[src/rtl/fib_arbiter.sv]
// fib_arbiter
//
// Shares one fib engine among NUM_REQ requesters. Each requester posts an
// n value with a one-cycle strobe. The block holds at most one pending request
// per requester and grants pending requesters in round-robin order. For each
// granted request it strobes the engine, waits for the engine's busy pulse to
// end, and then reports the result tagged with the requester id.
//
// Ports:
//   i_clk         clock
//   i_reset       synchronous active-high reset
//   i_req_stb     per-requester request strobe (1-cycle pulse)
//   i_req_n       per-requester n, slice k = [k*WIDTH +: WIDTH]
//   o_req_busy    requester k has a request pending or in service
//   o_fib_stb     strobe to the engine (one cycle per job)
//   o_fib_n       n presented to the engine (holds its last value)
//   i_fib_busy    engine busy
//   i_fib_result  engine result, valid on the first cycle busy is low
//   o_done_valid  1-cycle result pulse
//   o_done_id     requester id of the result (held until the next result)
//   o_done_fib    result value (held until the next result)

module fib_arbiter #(
  parameter int unsigned WIDTH         = 8,
  parameter int unsigned NUM_REQ       = 4,
  parameter int unsigned ID_W          = 2,
  parameter int unsigned START_TIMEOUT = 4
) (
  input  logic                     i_clk,
  input  logic                     i_reset,
  input  logic [NUM_REQ-1:0]       i_req_stb,
  input  logic [NUM_REQ*WIDTH-1:0] i_req_n,
  output logic [NUM_REQ-1:0]       o_req_busy,
  output logic                     o_fib_stb,
  output logic [WIDTH-1:0]         o_fib_n,
  input  logic                     i_fib_busy,
  input  logic [WIDTH-1:0]         i_fib_result,
  output logic                     o_done_valid,
  output logic [ID_W-1:0]          o_done_id,
  output logic [WIDTH-1:0]         o_done_fib
);

  localparam int unsigned CNT_W = $clog2(START_TIMEOUT + 1);

  typedef enum logic [2:0] {
    S_IDLE,
    S_ISSUE,
    S_WAIT_START,
    S_WAIT_DONE,
    S_REPORT
  } state_e;

  state_e             state_q;
  logic [NUM_REQ-1:0] pending_q;
  logic [WIDTH-1:0]   n_q [NUM_REQ];
  logic [ID_W-1:0]    grant_q;
  logic [ID_W-1:0]    last_grant_q;
  logic [CNT_W-1:0]   cnt_q;
  logic               fib_stb_q;
  logic [WIDTH-1:0]   fib_n_q;
  logic               done_valid_q;
  logic [ID_W-1:0]    done_id_q;
  logic [WIDTH-1:0]   done_fib_q;

  // Round-robin pick: first pending index after last_grant, wrapping at
  // NUM_REQ. Offset NUM_REQ lands back on last_grant itself, so a lone
  // requester can still be re-granted.
  logic [ID_W-1:0] grant_d;
  logic [ID_W-1:0] rr_idx;
  logic            rr_found;

  always_comb begin
    grant_d  = last_grant_q;
    rr_idx   = '0;
    rr_found = 1'b0;
    for (int unsigned i = 1; i <= NUM_REQ; i++) begin
      rr_idx = ID_W'((32'(last_grant_q) + i) % NUM_REQ);
      if (!rr_found && pending_q[rr_idx]) begin
        grant_d  = rr_idx;
        rr_found = 1'b1;
      end
    end
  end

  always_ff @(posedge i_clk) begin
    if (i_reset) begin
      state_q      <= S_IDLE;
      pending_q    <= '0;
      for (int unsigned k = 0; k < NUM_REQ; k++) begin
        n_q[k] <= '0;
      end
      grant_q      <= '0;
      last_grant_q <= ID_W'(NUM_REQ - 1);
      cnt_q        <= '0;
      fib_stb_q    <= 1'b0;
      fib_n_q      <= '0;
      done_valid_q <= 1'b0;
      done_id_q    <= '0;
      done_fib_q   <= '0;
    end else begin
      // Capture new requests only for requesters without one outstanding;
      // a repeat strobe leaves the latched n untouched.
      for (int unsigned k = 0; k < NUM_REQ; k++) begin
        if (i_req_stb[k] && !pending_q[k]) begin
          pending_q[k] <= 1'b1;
          n_q[k]       <= i_req_n[k*WIDTH +: WIDTH];
        end
      end

      case (state_q)
        S_IDLE: begin
          if (|pending_q) begin
            grant_q   <= grant_d;
            fib_n_q   <= n_q[grant_d];
            fib_stb_q <= 1'b1;
            state_q   <= S_ISSUE;
          end
        end

        S_ISSUE: begin
          fib_stb_q <= 1'b0;
          cnt_q     <= '0;
          state_q   <= S_WAIT_START;
        end

        S_WAIT_START: begin
          if (i_fib_busy) begin
            state_q <= S_WAIT_DONE;
          end else if (cnt_q == CNT_W'(START_TIMEOUT - 1)) begin
            // Engine never raised busy: treat as a zero-latency job.
            done_fib_q   <= i_fib_result;
            done_id_q    <= grant_q;
            done_valid_q <= 1'b1;
            state_q      <= S_REPORT;
          end else begin
            cnt_q <= cnt_q + CNT_W'(1);
          end
        end

        S_WAIT_DONE: begin
          if (!i_fib_busy) begin
            done_fib_q   <= i_fib_result;
            done_id_q    <= grant_q;
            done_valid_q <= 1'b1;
            state_q      <= S_REPORT;
          end
        end

        S_REPORT: begin
          // Placed after the capture loop so the clear wins; a strobe from
          // the granted requester this cycle is already blocked by pending.
          done_valid_q       <= 1'b0;
          pending_q[grant_q] <= 1'b0;
          last_grant_q       <= grant_q;
          state_q            <= S_IDLE;
        end

        default: begin
          state_q <= S_IDLE;
        end
      endcase
    end
  end

  assign o_req_busy   = pending_q;
  assign o_fib_stb    = fib_stb_q;
  assign o_fib_n      = fib_n_q;
  assign o_done_valid = done_valid_q;
  assign o_done_id    = done_id_q;
  assign o_done_fib   = done_fib_q;

endmodule

[config.mk]
export PLATFORM = sky130hd
export DESIGN_NAME = fib_arbiter
export DESIGN_NICKNAME = d
export VERILOG_FILES = /design/src/rtl/fib_arbiter.sv
export SDC_FILE = /design/constraint.sdc
export NUM_CORES = 1
export LEC_CHECK = 0
export BUFFER_PORTS_ARGS = -buffer_cell sky130_fd_sc_hd__buf_2
export CAP_MARGIN = 20
export CORE_UTILIZATION = 31
export DETAILED_ROUTE_END_ITERATION = 8
export GPL_ROUTABILITY_DRIVEN = 0
export PLACE_DENSITY = 0.51
export SLEW_MARGIN = 10
export SYNTH_ARGS = -nofsm -noshare
export SYNTH_HDL_FRONTEND = slang
export SYNTH_SLANG_ARGS = --single-unit
[constraint.sdc]
create_clock -name i_clk -period 3.1 [get_ports i_clk]
set_input_delay 0.155 -clock i_clk [delete_from_list [all_inputs] [get_ports i_clk]]
set_output_delay 0.155 -clock i_clk [all_outputs]
set_load 0.005 [all_outputs]
## Yosys cells after proc, flatten, opt, wreduce, memory -nomap -nowiden

Memory sizes are Yosys's and may differ from the RTL's. A register that Yosys moved wholly into a read port is not among the register bits.
Cells that the tools add are included.

| storage, ports and cells | value |
|---|---|
| input bits | 47 |
| memory bits (writable) | 32 |
| memories | 1 |
| bits in registers | 26 |
| output and inout bits | 24 |
| word-level logic and storage cells | 131 |

| cells by class | value |
|---|---|
| bitwise logic cells | 6 |
| add/sub/neg operators | 5 |
| $lt $le $gt $ge | 6 |
| mux-type cells | 66 |
| reduce and logical (&&, ||, !) cells | 27 |
| equality and inequality tests | 11 |

Memories:

| name | depth | bits a word | read ports | clocked after Yosys merged registers in | wr ports | RTL line | text |
|---|---|---|---|---|---|---|---|
| n_q | 4 | 8 | 1 | 1 | 4 | 55 | `logic [WIDTH-1:0] n_q [NUM_REQ];` |

Operators with widths:

| kind | number |
|---|---|
| 2-to-1 mux 8 bit | 7 |
| 2-to-1 mux 1 bit | 34 |
| 2-to-1 mux 3 bit | 6 |
| case mux 8 bit (2 select lines) | 1 |
| < comparator 2 x 3 -> 1 bit (second input constant) | 5 |
| 2-to-1 mux 2 bit | 7 |
| case mux 3 bit (4 select lines) | 1 |
| inequality test 2 bit (second input constant) | 5 |
| == test 3 x 2 -> 1 bit (second input constant) | 3 |
| binary-select mux 1 bit (select 2 bit) | 4 |
| logical AND 1 bit | 8 |
| AND reduction 4 bit | 2 |
| logical NOT 1 bit | 7 |
| case mux 3 bit (2 select lines) | 1 |
| AND reduction 3 bit | 2 |
| nonzero test 2 bit | 3 |
| adder 2 x 1 -> 2 bit (second input constant) | 2 |
| adder 2 bit (second input constant) | 2 |
| AND 4 bit | 1 |
| 2-to-1 mux 4 bit | 1 |
| NOT 4 bit | 1 |
| bitwise OR 1 bit | 4 |
| case mux 2 bit (2 select lines) | 1 |
| AND reduction 2 bit | 2 |
| 11 further kinds | 11 |

## Longest topological paths before layout

Gate-level depths: netlist of the first run.

| logic depth | value |
|---|---|
| word-level depth | 13 |
| mapped depth | 7 |

## Worst setup path before layout of the first run

No wires, ideal clock.

| timing path | value |
|---|---|
| path kind | register to register |
| start point | register cnt_q[0] |
| end point | register cnt_q[0] |
| cell stages (with the launch flop) | 7 |
| path slack | 1.358 ns |
| data arrival time | 1.615 ns |
| period minus slack after synthesis | 1.742 ns |
| data required time | 2.972 ns |
| path through | dfxtp_1 > ha_1 > ha_1 > or4b_1 > a21oi_2 > mux2i_1 > nor2_1 |

| between the ends | value |
|---|---|
| word-level cells in the longest chain between the ends | 4 |
| elaborated cells between the ends (all ways) | 7 |

RTL lines:

| item | RTL line | text |
|---|---|---|
| from (decl) | 58 | `logic [CNT_W-1:0] cnt_q;` |
| from (signal assigned) | 136 | `cnt_q <= cnt_q + CNT_W'(1);` |
| adder 3 x 1 -> 3 bit | 136 |  |
| 2-to-1 mux 3 bit | 129 | `end else if (cnt_q == CNT_W'(START_TIMEOUT - 1)) begin` |
| 2-to-1 mux 3 bit | 127 | `if (i_fib_busy) begin` |
| case mux 3 bit (2 select lines) | 110 | `case (state_q)` |

Several ways; a longest one is shown, not always the timed one. The select of a mux whose other input is x is not followed.
A chain may end at the register's enable or synchronous reset.

## Worst setup path in the final report of the first run

| timing path | value |
|---|---|
| start point | register last_grant_q[1] |
| end point | register fib_n_q[4] (netlist: o_fib_n[4]), read port of n_q |

| between the ends | value |
|---|---|
| word-level cells in the longest chain between the ends | 13 |
| elaborated cells between the ends (all ways) | 25 |

RTL lines:

| item | RTL line | text |
|---|---|---|
| from (decl) | 57 | `logic [ID_W-1:0] last_grant_q;` |
| from (signal assigned) | 93 | `last_grant_q <= ID_W'(NUM_REQ - 1);` |
| from (signal assigned) | 154 | `last_grant_q <= grant_q;` |
| adder 2 x 1 -> 2 bit | 77 | `rr_idx = ID_W'((32'(last_grant_q) + i) % NUM_REQ);` |
| binary-select mux 1 bit (select 2 bit) | 78 | `if (!rr_found && pending_q[rr_idx]) begin` |
| 2-to-1 mux 1 bit (implied by the code) | 78 |  |
| 2-to-1 mux 1 bit | 78 |  |
| logical NOT 1 bit | 78 |  |
| logical AND 1 bit | 78 |  |
| 2-to-1 mux 1 bit | 78 |  |
| logical NOT 1 bit | 78 |  |
| logical AND 1 bit | 78 |  |
| 2-to-1 mux 1 bit | 78 |  |
| logical NOT 1 bit | 78 |  |
| logical AND 1 bit | 78 |  |
| 2-to-1 mux 2 bit (*) | 78 |  |
| to (decl) | 60 | `logic [WIDTH-1:0] fib_n_q;` |

Every way passes the cells marked *; elsewhere a longest branch is shown, timed or not. The select of a mux whose other input is x is not followed.

==> flow_summary.toml, run 1 <==
[yosys]
yosys_warnings = 0
synthCells = 248
ys_seq_area_share_pct = 58.1
synthesis.nets = 297
synth_area_per_cell_um2 = 11.4
yosys.cell_count.top_type = "nor2_1"
synthArstFlopShare_pct = 0
yosysTopAreaCellShare_pct = 34.0
ys_ff_latch = 66
yosysTopAreaCell = "edfxtp_1"
synth.top_cells.by_count = "nor2_1, dfxtp_1, and2_1, edfxtp_1, mux2i_1"
synth_cell_type_count = 34
syn_area_mm2 = 0.00283
ys_top_cells_by_area = "edfxtp_1, dfxtp_1, mux2i_1"
synth_ff_type = "dfxtp_1"
synth-edff-count = 32

[placed_design]
dp_hpwl_um = 4330
placedCellCount = 416
port_buffers = 70

[sta]
setup_violations = 0
skew_ps = 3.70
period_share_pct = 64.2
timing.fmax_mhz = 502
slew_viol_final = 0
fin_tns_setup_ps = 0
hold_viol = 0
slew_headroom_pct = 33.8
period_minus_slack_ps = 1990
rsz0062_at_grt = "no"
worst_pin_slew_ps = 985

[route]
first_pass_iters = 5
antenna_left = 0
routed_wl_um = 5920
wl_per_cell_um = 13.7
num_vias = 2034
drtIter0Drc = 124
viasPerCell = 4.71
drcViolationCount = 0

[floorplanning]
initial_core_util_pct = 32.3
dieArea_mm2 = 0.00951
ios = 71
core_region_area_mm2 = 0.00876
fp.dieW_um = 97.5
num_rows = 34
fp.dieH_um = 97.5

[worst_hold_path]
hold_path_class = "in -> reg"

[power]
powerDensity_mw_per_mm2 = 534
clockPowerShare_pct = 31.7
p_comb_share_pct = 12.4
swShare_pct = 25.1
p_int_mw = 1.37
switchingPower_mw = 0.460
peakVddDrop_mv = 0.225
p_leak_nw = 1.47
pwr-share-seq_pct = 55.9

[clocking]
cts_buffers = 9
ctsResizeCount = 0
cts_hold_buf = 0
clk_latency_ps = 330
cts_setup_buffers = 0
cts.reportedPaths.clkPinSlew_ps = 70
cts_tree = "built"
htree_levels = 3
cts_max_path_buffers = 2
cts_root_buf = "clkbuf_8"
cts.sinks = 66

[setup_path]
cp_top_family = "compound AO/OA/AOI/OAI gates"
crit_slowest_cell = "o31ai_1"
path_max_fanout = 8
crit_required_ps = 3270
cp-end-kind = "flip-flop"
arrival_ps = 2160
cp.buffers_inverters = 0
crit_type = "reg -> reg"
worstPathCellList = "mux2i_1 -> nor2_1 -> o31ai_1 -> o221ai_1"
worst_path_largest_cell_delay_ps = 830
start_kind = "flip-flop"

[run]
drv_cap = 0

[cells_and_area]
nets = 368
syn_to_final_growth_pct = 21.3
final_core_utilization_pct = 39.1
layout.cells.non_filler = 432
drive_above_1_share_pct = 27.8
antenna_cells = 0

[grt]
antenna_found_initial = 0
grt_pass1_vias = 2013
grt_pass1_wl_um = 10000
grt_use_total_pct = 13.4
gr-total-overflow = 0
grt_max_degree = 37

[outcome]
status = "complete, no violations"
[per-layer routing]
layer	wire length [um]	GRT usage (%)
met1	2670	16.2
met2	2880	22.8
met3	307	4.32
met4	57	3.73
met5	0	0
[registers in the layout (all words and copies together) (netlist names)]
register,flops
last_grant_q,2
o_fib_stb,1
state_q,3
o_done_id,2
cnt_q,3
o_req_busy,4
o_done_valid,1
grant_q,2
o_fib_n,8
n_q,32
o_done_fib,8
[cell usage in the layout (no fill, tap or decap), types with 2 or more instances in the layout]
| cell type | instances |
|---|---|
| nor2_1 | 35 |
| or4b_1 | 2 |
| buf_2 | 70 |
| and3_1 | 2 |
| nand2b_1 | 11 |
| clkinv_2 | 3 |
| a211oi_1 | 4 |
| inv_1 | 3 |
| buf_4 | 2 |
| nor3_1 | 7 |
| ha_1 | 2 |
| o221ai_1 | 8 |
| mux2i_1 | 31 |
| nand3b_1 | 2 |
| nand2_1 | 12 |
| and2_1 | 33 |
| nor4b_2 | 2 |
| edfxtp_1 | 32 |
| clkbuf_8 | 9 |
| dfxtp_1 | 34 |
| a21oi_1 | 3 |
| clkbuf_1 | 3 |
[tightest hold or removal path, cell delays in order]
cell,delay [ps]
buf_2,70
mux2i_1,50
nor2_1,70
[power by group through the flow]
| stage | Combinational (mW) | Sequential, mW | Clock, mW |
|---|---|---|---|
| after global placement | 0.230 | 1.04 | 0 |
| after floorplan | 0.156 | 1.03 | 0 |
| after detailed placement | 0.233 | 1.04 | 0 |
| final | 0.227 | 1.02 | 0.581 |
| after global routing | 0.258 | 1.03 | 0.647 |
| after CTS | 0.234 | 1.03 | 0.607 |
[worst paths after layout]
path | startpoint | to | slack, ps | depth (start not counted)
worst min register to register | o_fib_n[3]$_SDFFE_PP0P_ | o_fib_n[3]$_SDFFE_PP0P_ | 460 | 2
worst max register to register | last_grant_q[1]$_SDFFE_PP1P_ | o_fib_n[4]$_SDFFE_PP0P_ | 1110 | 4
worst max-delay path | last_grant_q[1]$_SDFFE_PP1P_ | o_fib_n[4]$_SDFFE_PP0P_ | 1110 | 4
worst min-delay path | i_fib_result[3] | o_done_fib[3]$_SDFFE_PP0P_ | 60 | 3
[final cells by class]
class                           count  area (um2)
Sequential cell                    66        1640
Fill cell                         887        5330
Tap cell                          108         135
Inverter                            3        11.3
Multi-Input combinational cell    167        1120
Timing Repair Buffer               72         365
Clock inverter                      4        18.8
Clock buffer                       12         135
[metrics by stage]
step / hold slack (ps) / power, mW / area, um2 / setup slack [ps]
CTS: 42.3 / 1.87 / 3430 / 1110
detailed placement: 399 / 1.28 / 3280 / 1130
global placement: 391 / 1.27 / 3280 / 1210
floorplan: 302 / 1.18 / 2830 / 1360
finish: 59.1 / 1.83 / 3430 / 1110
global route: 58.2 / 1.94 / 3430 / 860
[logic make-up after synthesis]
group | after synthesis | synth area share [%]
AO/OA/AOI/OAI | 23 | 6.24
adder cells (fa/ha/maj) | 2 | 0.885
buffers and inverters | 15 | 2.65
flip-flops | 66 | 58.1
multiplexers | 31 | 11.0
AND/OR/NAND/NOR | 111 | 21.2
(Power assumes the default switching activity.)
==> inputs of run 2 (changes only) <==
==> constraint.sdc (replaced) <==
create_clock -name i_clk -period 1.9 [get_ports i_clk]
set_input_delay 0.095 -clock i_clk [delete_from_list [all_inputs] [get_ports i_clk]]
set_output_delay 0.095 -clock i_clk [all_outputs]
set_load 0.005 [all_outputs]
==> flow_summary.toml, run 2 (same netlist as run 1, synthesis figures left out) <==
[route]
num_vias = 2055
wl_per_cell_um = 13.9
drtIter0Drc = 53
routed_wl_um = 6180
antenna_left = 0
drcViolationCount = 0
first_pass_iters = 4
viasPerCell = 4.64

[sta]
fin_hold_ws_ps = 22.1
period_share_pct = 94.8
skew_ps = 9.62
rsz0062_at_grt = "no"
period_minus_slack_ps = 1800
timing.fmax_mhz = 555
hold_viol = 0
slew_viol_final = 0
setup_violations = 0
slew_headroom_pct = 58.3
worst_pin_slew_ps = 622

[setup_path]
cp-end-kind = "flip-flop"
reg2regPathDepth = 6
crit_required_ps = 2120
path_max_fanout = 3
arrival_ps = 2020
start_kind = "flip-flop"
crit_type = "reg -> reg"

[grt]
grt_pass1_wl_um = 10100
gr-total-overflow = 0
grt_use_total_pct = 13.6
antenna_found_initial = 0
grt_pass1_vias = 2108
grt_max_degree = 36

[floorplanning]
dieArea_mm2 = 0.00951
core_region_area_mm2 = 0.00876
initial_core_util_pct = 32.3
fp.dieW_um = 97.5
fp.dieH_um = 97.5
num_rows = 34
ios = 71

[clocking]
cts.sinks = 66
cts.reportedPaths.clkPinSlew_ps = 80
cts_max_path_buffers = 2
htree_levels = 3
cts_tree = "built"
cts_setup_buffers = 0
cts_root_buf = "clkbuf_8"
cts_buffers = 9
clk_latency_ps = 340

[cells_and_area]
largest_reg_flops = 32
regMostFlops = "n_q"
final_common_cell = "buf_2"
drive_above_1_share_pct = 29.6
syn_to_final_growth_pct = 28.3
final_core_utilization_pct = 41.4
final_cell_mix = "buf_2, nor2_1, and2_1, dfxtp_1, edfxtp_1"
nets = 379
antenna_cells = 0

[power]
powerDensity_mw_per_mm2 = 933
peakVddDrop_mv = 0.368
p_leak_nw = 1.55
power_mw = 3.38

[outcome]
status = "complete, no violations"

[worst_hold_path]
whs_path_depth = 2
hold_path_class = "in -> reg"

[run]
drv_cap = 0

[placed_design]
port_buffers = 70
dp_hpwl_um = 4390
==> run 2: cell count changes in the layout (fill, tap and decap cells not counted), sizes merged <==
cell / delta
clkinv: -2
clkbuf: -2
clkinvlp: +1
buf: +3
bufinv: +2
inv: +1
dlygate4sd3: +8
==> run 2: per-layer routing <==
layer	wire length [um]	share of wire (%)	vias to the layer above	GRT usage (%)
met5	0	0	-	0
met4	41	0.66	0	3.39
met3	341	5.5	5	5.54
met2	3140	51	51	23.8
met1	2660	43	955	15.5
li1	-	-	1044	-
==> run 2: final timing paths <==
check	from	to	slack, ps
worst min-delay path	i_req_n[1]	n_q[0][1]$_SDFFCE_PN0P_	20
worst max register to register	cnt_q[0]$_SDFFE_PP0P_	cnt_q[0]$_SDFFE_PP0P_	100
worst max-delay path	cnt_q[0]$_SDFFE_PP0P_	cnt_q[0]$_SDFFE_PP0P_	100
worst min register to register	o_fib_n[1]$_SDFFE_PP0P_	o_fib_n[1]$_SDFFE_PP0P_	470
==> run 2: power by group <==
part	total [mW]	internal [mW]	switching, mW
logic	0.407	0.205	0.202
registers	1.67	1.60	0.0717
clock network	1.31	0.744	0.563
total	3.38	2.55	0.837
==> run 2: final cells by class <==
cell class,instances,area (um2)
fillers,889,5140
flip-flops and latches,66,1640
well taps,108,135
multi-input cells,167,1140
repair buffers,83,480
clock inverters,6,90.1
clock buffers,10,128
inverters,3,11.3
==> run 2: per-stage QoR <==
| step | worst slack [ps] | TNS (ps) | instance area, um2 | std cells |
|---|---|---|---|---|
| after floorplan | 158 | 0 | 2830 | 248 |
| after global placement | -7.19 | -43.4 | 3310 | 419 |
| after detailed placement | -128 | -843 | 3310 | 419 |
| after CTS | 37.0 | 0 | 3610 | 443 |
| after global routing | 5.76 | 0 | 3630 | 443 |
| final | 99.1 | 0 | 3630 | 443 |
==> run 2: critical path, stage by stage (launching register included) <==
cell	delay [ps]
dfxtp_1	320
ha_1	200
ha_1	180
or4b_1	520
a21oi_4	200
mux2i_1	210
nor2_1	50
==> run 2: timing repair <==
item	in CTS	in global routing
setup endpoints to repair	8	11
gates resized for setup	1	3
pin swaps	0	1
hold buffers	8	0
hold endpoints to repair	8	0
